**src/rtl/enc_snapshot.sv**
```systemverilog
// enc_snapshot: steps the encoder read-channel select, captures each channel into a
// back bank, then swaps it to the front so readers always see one coherent snapshot.
module enc_snapshot #(
    parameter int NUM_ENC = 4,
    parameter int SETTLE  = 1
) (
    input  logic        sysclk,
    input  logic        reset,
    input  logic        sample_start,
    output logic [3:0]  enc_raddr_chan,
    input  logic [31:0] enc_quad_data,
    input  logic [31:0] enc_perd_data,
    input  logic [31:0] enc_run_data,
    input  logic [3:0]  rd_chan,
    input  logic [1:0]  rd_sel,
    output logic [31:0] rd_data,
    output logic        busy,
    output logic        done,
    output logic [7:0]  snap_seq,
    output logic        overrun,
    input  logic        overrun_clr
);
    localparam logic [3:0] LAST_CHAN = 4'(NUM_ENC);
    localparam logic [3:0] SETTLE_M1 = 4'(SETTLE - 1);

    typedef enum logic [1:0] {ST_IDLE, ST_SETTLE, ST_CAPTURE, ST_SWAP} state_t;

    state_t      state_q, state_d;
    logic [3:0]  chan_q, chan_d;
    logic [3:0]  cnt_q, cnt_d;
    logic        front_q, front_d;
    logic [7:0]  seq_q, seq_d;
    logic        done_q, done_d;
    logic        ovr_q, ovr_d;
    logic [31:0] rd_data_q, rd_data_d;
    // [bank][channel][word]; channel indexed directly by the 1-based select
    logic [31:0] mem_q [0:1][0:15][0:3];
    logic [31:0] mem_d [0:1][0:15][0:3];

    assign busy           = state_q != ST_IDLE;
    assign enc_raddr_chan = chan_q;
    assign rd_data        = rd_data_q;
    assign done           = done_q;
    assign snap_seq       = seq_q;
    assign overrun        = ovr_q;

    always_comb begin
        state_d = state_q;
        chan_d  = chan_q;
        cnt_d   = cnt_q;
        front_d = front_q;
        seq_d   = seq_q;
        done_d  = 1'b0;
        mem_d   = mem_q;
        // a new overrun beats a simultaneous clear
        ovr_d   = (sample_start && busy) ? 1'b1 : overrun_clr ? 1'b0 : ovr_q;
        case (state_q)
            ST_IDLE: if (sample_start) begin
                chan_d  = 4'd1;
                cnt_d   = SETTLE_M1;
                state_d = ST_SETTLE;
            end
            ST_SETTLE: begin
                state_d = (cnt_q == 4'd0) ? ST_CAPTURE : ST_SETTLE;
                cnt_d   = (cnt_q == 4'd0) ? cnt_q : cnt_q - 4'd1;
            end
            ST_CAPTURE: begin
                mem_d[!front_q][chan_q][0] = enc_quad_data;
                mem_d[!front_q][chan_q][1] = enc_perd_data;
                mem_d[!front_q][chan_q][2] = enc_run_data;
                if (chan_q == LAST_CHAN) begin
                    state_d = ST_SWAP;
                end else begin
                    chan_d  = chan_q + 4'd1;
                    cnt_d   = SETTLE_M1;
                    state_d = ST_SETTLE;
                end
            end
            default: begin
                front_d = !front_q;
                seq_d   = seq_q + 8'd1;
                done_d  = 1'b1;
                state_d = ST_IDLE;
            end
        endcase
        rd_data_d = (rd_chan == 4'd0 || rd_chan > LAST_CHAN) ? 32'd0 :
                    (rd_sel == 2'd3) ? {16'd0, ovr_q, busy, 6'd0, seq_q} :
                    mem_q[front_q][rd_chan][rd_sel];
    end

    always_ff @(posedge sysclk or negedge reset) begin
        if (!reset) begin
            state_q   <= ST_IDLE;
            chan_q    <= 4'd1;
            cnt_q     <= 4'd0;
            front_q   <= 1'b0;
            seq_q     <= 8'd0;
            done_q    <= 1'b0;
            ovr_q     <= 1'b0;
            rd_data_q <= 32'd0;
            mem_q     <= '{default: '0};
        end else begin
            state_q   <= state_d;
            chan_q    <= chan_d;
            cnt_q     <= cnt_d;
            front_q   <= front_d;
            seq_q     <= seq_d;
            done_q    <= done_d;
            ovr_q     <= ovr_d;
            rd_data_q <= rd_data_d;
            mem_q     <= mem_d;
        end
    end
endmodule

```
**config.mk**
```make
export PLATFORM = sky130hd
export DESIGN_NAME = enc_snapshot
export DESIGN_NICKNAME = d
export VERILOG_FILES = /design/src/rtl/enc_snapshot.sv
export SDC_FILE = /design/constraint.sdc
export NUM_CORES = 2
export LEC_CHECK = 0
export CORE_MARGIN = 2
export CORE_UTILIZATION = 52
export DETAILED_ROUTE_END_ITERATION = 10
export PLACE_DENSITY = 0.81
export SYNTH_ARGS = -nofsm -noshare
export SYNTH_HDL_FRONTEND = slang
export SYNTH_SLANG_ARGS = --single-unit
```
**constraint.sdc**
```tcl
create_clock -name sysclk -period 1.9 [get_ports sysclk]
set_input_delay 0.38 -clock sysclk [delete_from_list [all_inputs] [get_ports sysclk]]
set_output_delay 0.38 -clock sysclk [all_outputs]
set_load 0.01 [all_outputs]
```
==> flow_metrics.py <==
metrics = {
    "pwr": {
        "internal_power_w": 0.0702,
        "p_switching_w": 0.0283,
        "pwr-share-comb_pct": 29.4,
        "ir_drop_mv": 0.939,
        "power.density_nw_per_um2": 1250,
        "switching_share_pct": 28.7,
        "p_leak_nw": 35.2,
        "p_seq_share_pct": 41.0,
        "clock_power_share_pct": 29.7,
    },
    "clock_tree": {
        "clock_latency_ns": 0.78,
        "htreeDepth": 4,
        "cts.sinks": 1403,
        "clkTransAtPathRegs_ns": 0.06,
        "numCtsBuffers": 146,
        "clockBufferDepth": 3,
        "cts_tree": "built",
        "root_buffer": "clkbuf_16",
    },
    "routing": {
        "first_iter_violations": 4793,
        "viasPerCell": 6.44,
        "vias": 41500,
        "wl_um": 199000,
        "first_pass_iters": 5,
        "route.detailed.drc": 0,
        "detail_route.wl_per_cell_um": 30.9,
        "detail-route-antenna-nets": 0,
    },
    "cells_and_area": {
        "drive_gt1_share_pct": 54.7,
        "fin_area_um2": 78900,
        "fin_nets": 4795,
        "syn_to_final_growth_pct": 21.8,
    },
    "worst_setup_path": {
        "arrival_ns": 3.08,
        "crit_start": "front_q",
        "worst-path-max-fanout": 7,
        "required_ns": 2.56,
        "start_kind": "register",
        "timing.rr.end": "rd_data[27]",
        "worstReg2RegStart": "front_q",
        "crit_type": "reg2reg",
        "r2r.worst_path.cells": 8,
        "crit_path_end_kind": "register",
        "r2r_slack_ns": -0.52,
    },
    "logic_synthesis": {
        "synth_ff_type": "dfrtp_1",
        "synth_xor_area_share_pct": 0.162,
        "yosysWarnings": 0,
        "synth-simple-area-share_pct": 1.96,
        "synth_top_family_by_area": "multiplexers",
        "synth_cell_types": 72,
        "syn_nets": 4465,
        "async_flop_share_pct": 100,
        "avgSynthCellArea_um2": 14.9,
        "postSynthCellCount": 4352,
        "synth_edf_count": 0,
        "synth-compound-area-share_pct": 3.14,
        "yosys_register_bits": 1403,
        "synth_area_leaders": "dfrtp_1 54%, mux2_2 24%, mux4_2 8.0%, mux2i_1 2.6%, clkbuf_1 1.8%",
        "muxShareOfSynthArea_pct": 35.7,
        "synth_top_cell_by_area": "dfrtp_1",
        "syn-cell-area_um2": 64800,
        "synth-seq-area-share_pct": 54.2,
        "yosys.area.top_type_share_pct": 54.1,
        "yosys.area_share.adder_pct": 0.135,
    },
    "floorplanning": {
        "die_w_um": 357,
        "io_pins": 153,
        "core.rowCount": 129,
        "die-area_um2": 127000,
        "start_util_pct": 52.4,
        "core_area_um2": 124000,
        "fp.dieH_um": 357,
    },
    "sta": {
        "rsz0062_at_grt": "yes",
        "worst_slew_pin_slew_ns": 0.787,
        "finalCritPeriodShare_pct": 127,
        "min_period_ns": 2.42,
        "skew_ns": 0.0252,
        "whs_ns": 0.160,
        "max_freq_mhz": 414,
        "setup_viol": 1423,
        "setup_ws_ns": -0.518,
        "hold_violations": 0,
        "maxSlewViolCount": 0,
        "relSlewSlack_pct": 47.4,
    },
    "flow_run": {
        "drv_cap": 0,
    },
    "placement": {
        "hpwl_um": 126000,
        "routabilityCongestion": 0.927,
        "portBuffers": 152,
        "placed_area_um2": 71200,
    },
    "grt": {
        "grt_pass1_wl_um": 281000,
        "grt_max_degree": 86,
        "antenna_found_initial": 23,
        "grt_pass1_vias": 42800,
        "grt_usage_pct": 29.7,
        "grt-ovfl-total": 0,
    },
    "status": {
        "outcome": "finished with violations",
        "violations": "setup timing",
    },
    "worst_hold_path": {
        "hold_path_class": "in2async",
    },
}
==> kinds of logic after synthesis <==
family                     after synthesis
AOI/OAI and AO/OA                      270
buffers and inverters                  602
muxes                                 1805
DFF                                   1403
xor gates and xnor gates                12
and+or+nand+nor                        253
adders and majority gates                7
==> synthesized netlist by cell type (all sizes together) (16+ instances only) <==
master and count:
nor2b 16, o22ai 27, a22oi 66, nor2 48, a21oi 17, a221oi 20
mux2i 170, a2111oi 21, o21ai 36, nand2 86, dfrtp 1402, mux2 1376
nand3 20, clkbuf 312, mux4 259, nand4 16, buf 281
==> layout make-up <==
cell class,count,area (µm²)
Antenna cell,5,12.5
Clock buffer,221,4430
Clock inverter,37,445
Fill cell,8185,44700
Inverter,9,38.8
Multi-Input combinational cell,2349,27700
Sequential cell,1403,35100
Tap cell,1637,2050
Timing Repair Buffer,773,9130
==> critical path, stage by stage (launching register included) <==
cell       delay (ns)
dfrtp_4          0.46
buf_12           0.17
clkbuf_16        0.19
buf_6            0.10
mux4_2           0.47
mux4_2           0.54
o22ai_2          0.17
or2_1            0.12
a211oi_1         0.07
==> power groups by stage <==
stage	sequential, W	clock [W]	combinational, W
2_1_floorplan	0.0391	0	0.0182
3_3_place_gp	0.0401	0	0.0238
3_5_place_dp	0.0405	0	0.0245
4_1_cts	0.0401	0.0293	0.0259
5_1_grt	0.0410	0.0306	0.0304
6_report	0.0403	0.0292	0.0289
==> placed cells by master (no fill, tap or decap), types with 8 or more instances in the layout <==
| cell | synthesis | routed |
|---|---|---|
| clkbuf_16 | 0 | 178 |
| clkdlybuf4s50_1 | 0 | 132 |
| dfrtp_2 | 0 | 11 |
| mux2_4 | 0 | 71 |
| a2111oi_4 | 0 | 12 |
| dfrtp_1 | 1402 | 1390 |
| clkinv_2 | 0 | 17 |
| nand2_1 | 86 | 78 |
| o22ai_1 | 27 | 19 |
| buf_4 | 60 | 384 |
| o21ai_1 | 10 | 15 |
| clkbuf_8 | 0 | 39 |
| buf_8 | 4 | 14 |
| a221oi_2 | 7 | 8 |
| nor2b_1 | 16 | 15 |
| o22ai_2 | 0 | 8 |
| mux4_1 | 29 | 14 |
| nand4_1 | 15 | 15 |
| nor2_4 | 0 | 8 |
| buf_12 | 13 | 149 |
| o21ai_0 | 26 | 19 |
| buf_6 | 15 | 32 |
| and2_1 | 9 | 9 |
| nand3_1 | 20 | 15 |
| nor2_1 | 46 | 38 |
| mux2_1 | 13 | 9 |
| a21oi_1 | 16 | 13 |
| a22oi_1 | 66 | 57 |
| nand2b_1 | 12 | 10 |
| mux4_2 | 230 | 245 |
| buf_16 | 0 | 22 |
| a22oi_2 | 0 | 9 |
| mux2i_1 | 170 | 163 |
| a221oi_1 | 13 | 12 |
| mux2_2 | 1363 | 1296 |
| clkbuf_1 | 312 | 31 |
| o211ai_1 | 8 | 8 |
| and3_1 | 13 | 8 |
==> metrics by stage <==
step | power (W) | setup WS [ns] | std cells | setup TNS [ns] | util, %
finish | 0.0985 | -0.518 | 6434 | -422.27 | 63.8
global route | 0.102 | -0.556 | 6432 | -445.80 | 63.8
CTS | 0.0953 | -0.465 | 6343 | -348.78 | 62.1
detailed placement | 0.0651 | -0.772 | 6053 | -314.52 | 57.6
global placement | 0.0638 | -0.737 | 6053 | -274.58 | 57.6
floorplan | 0.0573 | -0.0892 | 4352 | -4.43 | -
==> sequential cells by signal, summed over array words and instances, names as in the netlist <==
signal,flops
cnt_q,4
done,1
enc_raddr_chan,4
front_q,1
mem_q,1350
overrun,1
rd_data,32
snap_seq,8
state_q,2
==> repair_timing <==
action                                   CTS  global route
hold buffers                               1             0
gates cloned                               4            34
buffers inserted                          27            55
pin swaps                                  6            39
endpoints found under the setup margin  1390          1423
resized for setup                        140           219
hold endpoints to repair                 443             0
==> metal layers <==
layer	vias up	global-route usage [%]	share of wire, %
li1	16600	-	-
met1	22100	40.4	39
met3	602	6.94	10
met4	34	12.7	5.7
met5	-	0	0.11
met2	2151	46.0	46
==> worst max-delay path by stage <==
stage | endpoint | slack (ns) | cells past startpoint
3_3_place_gp | rd_data[12] | -0.74 | 7
2_1_floorplan | rd_data[23] | -0.09 | 7
3_5_place_dp | rd_data[12] | -0.77 | 7
6_report | rd_data[27] | -0.52 | 8
4_1_cts | rd_data[6] | -0.47 | 9
5_1_grt | rd_data[9] | -0.56 | 9
(Power assumes the default switching activity.)
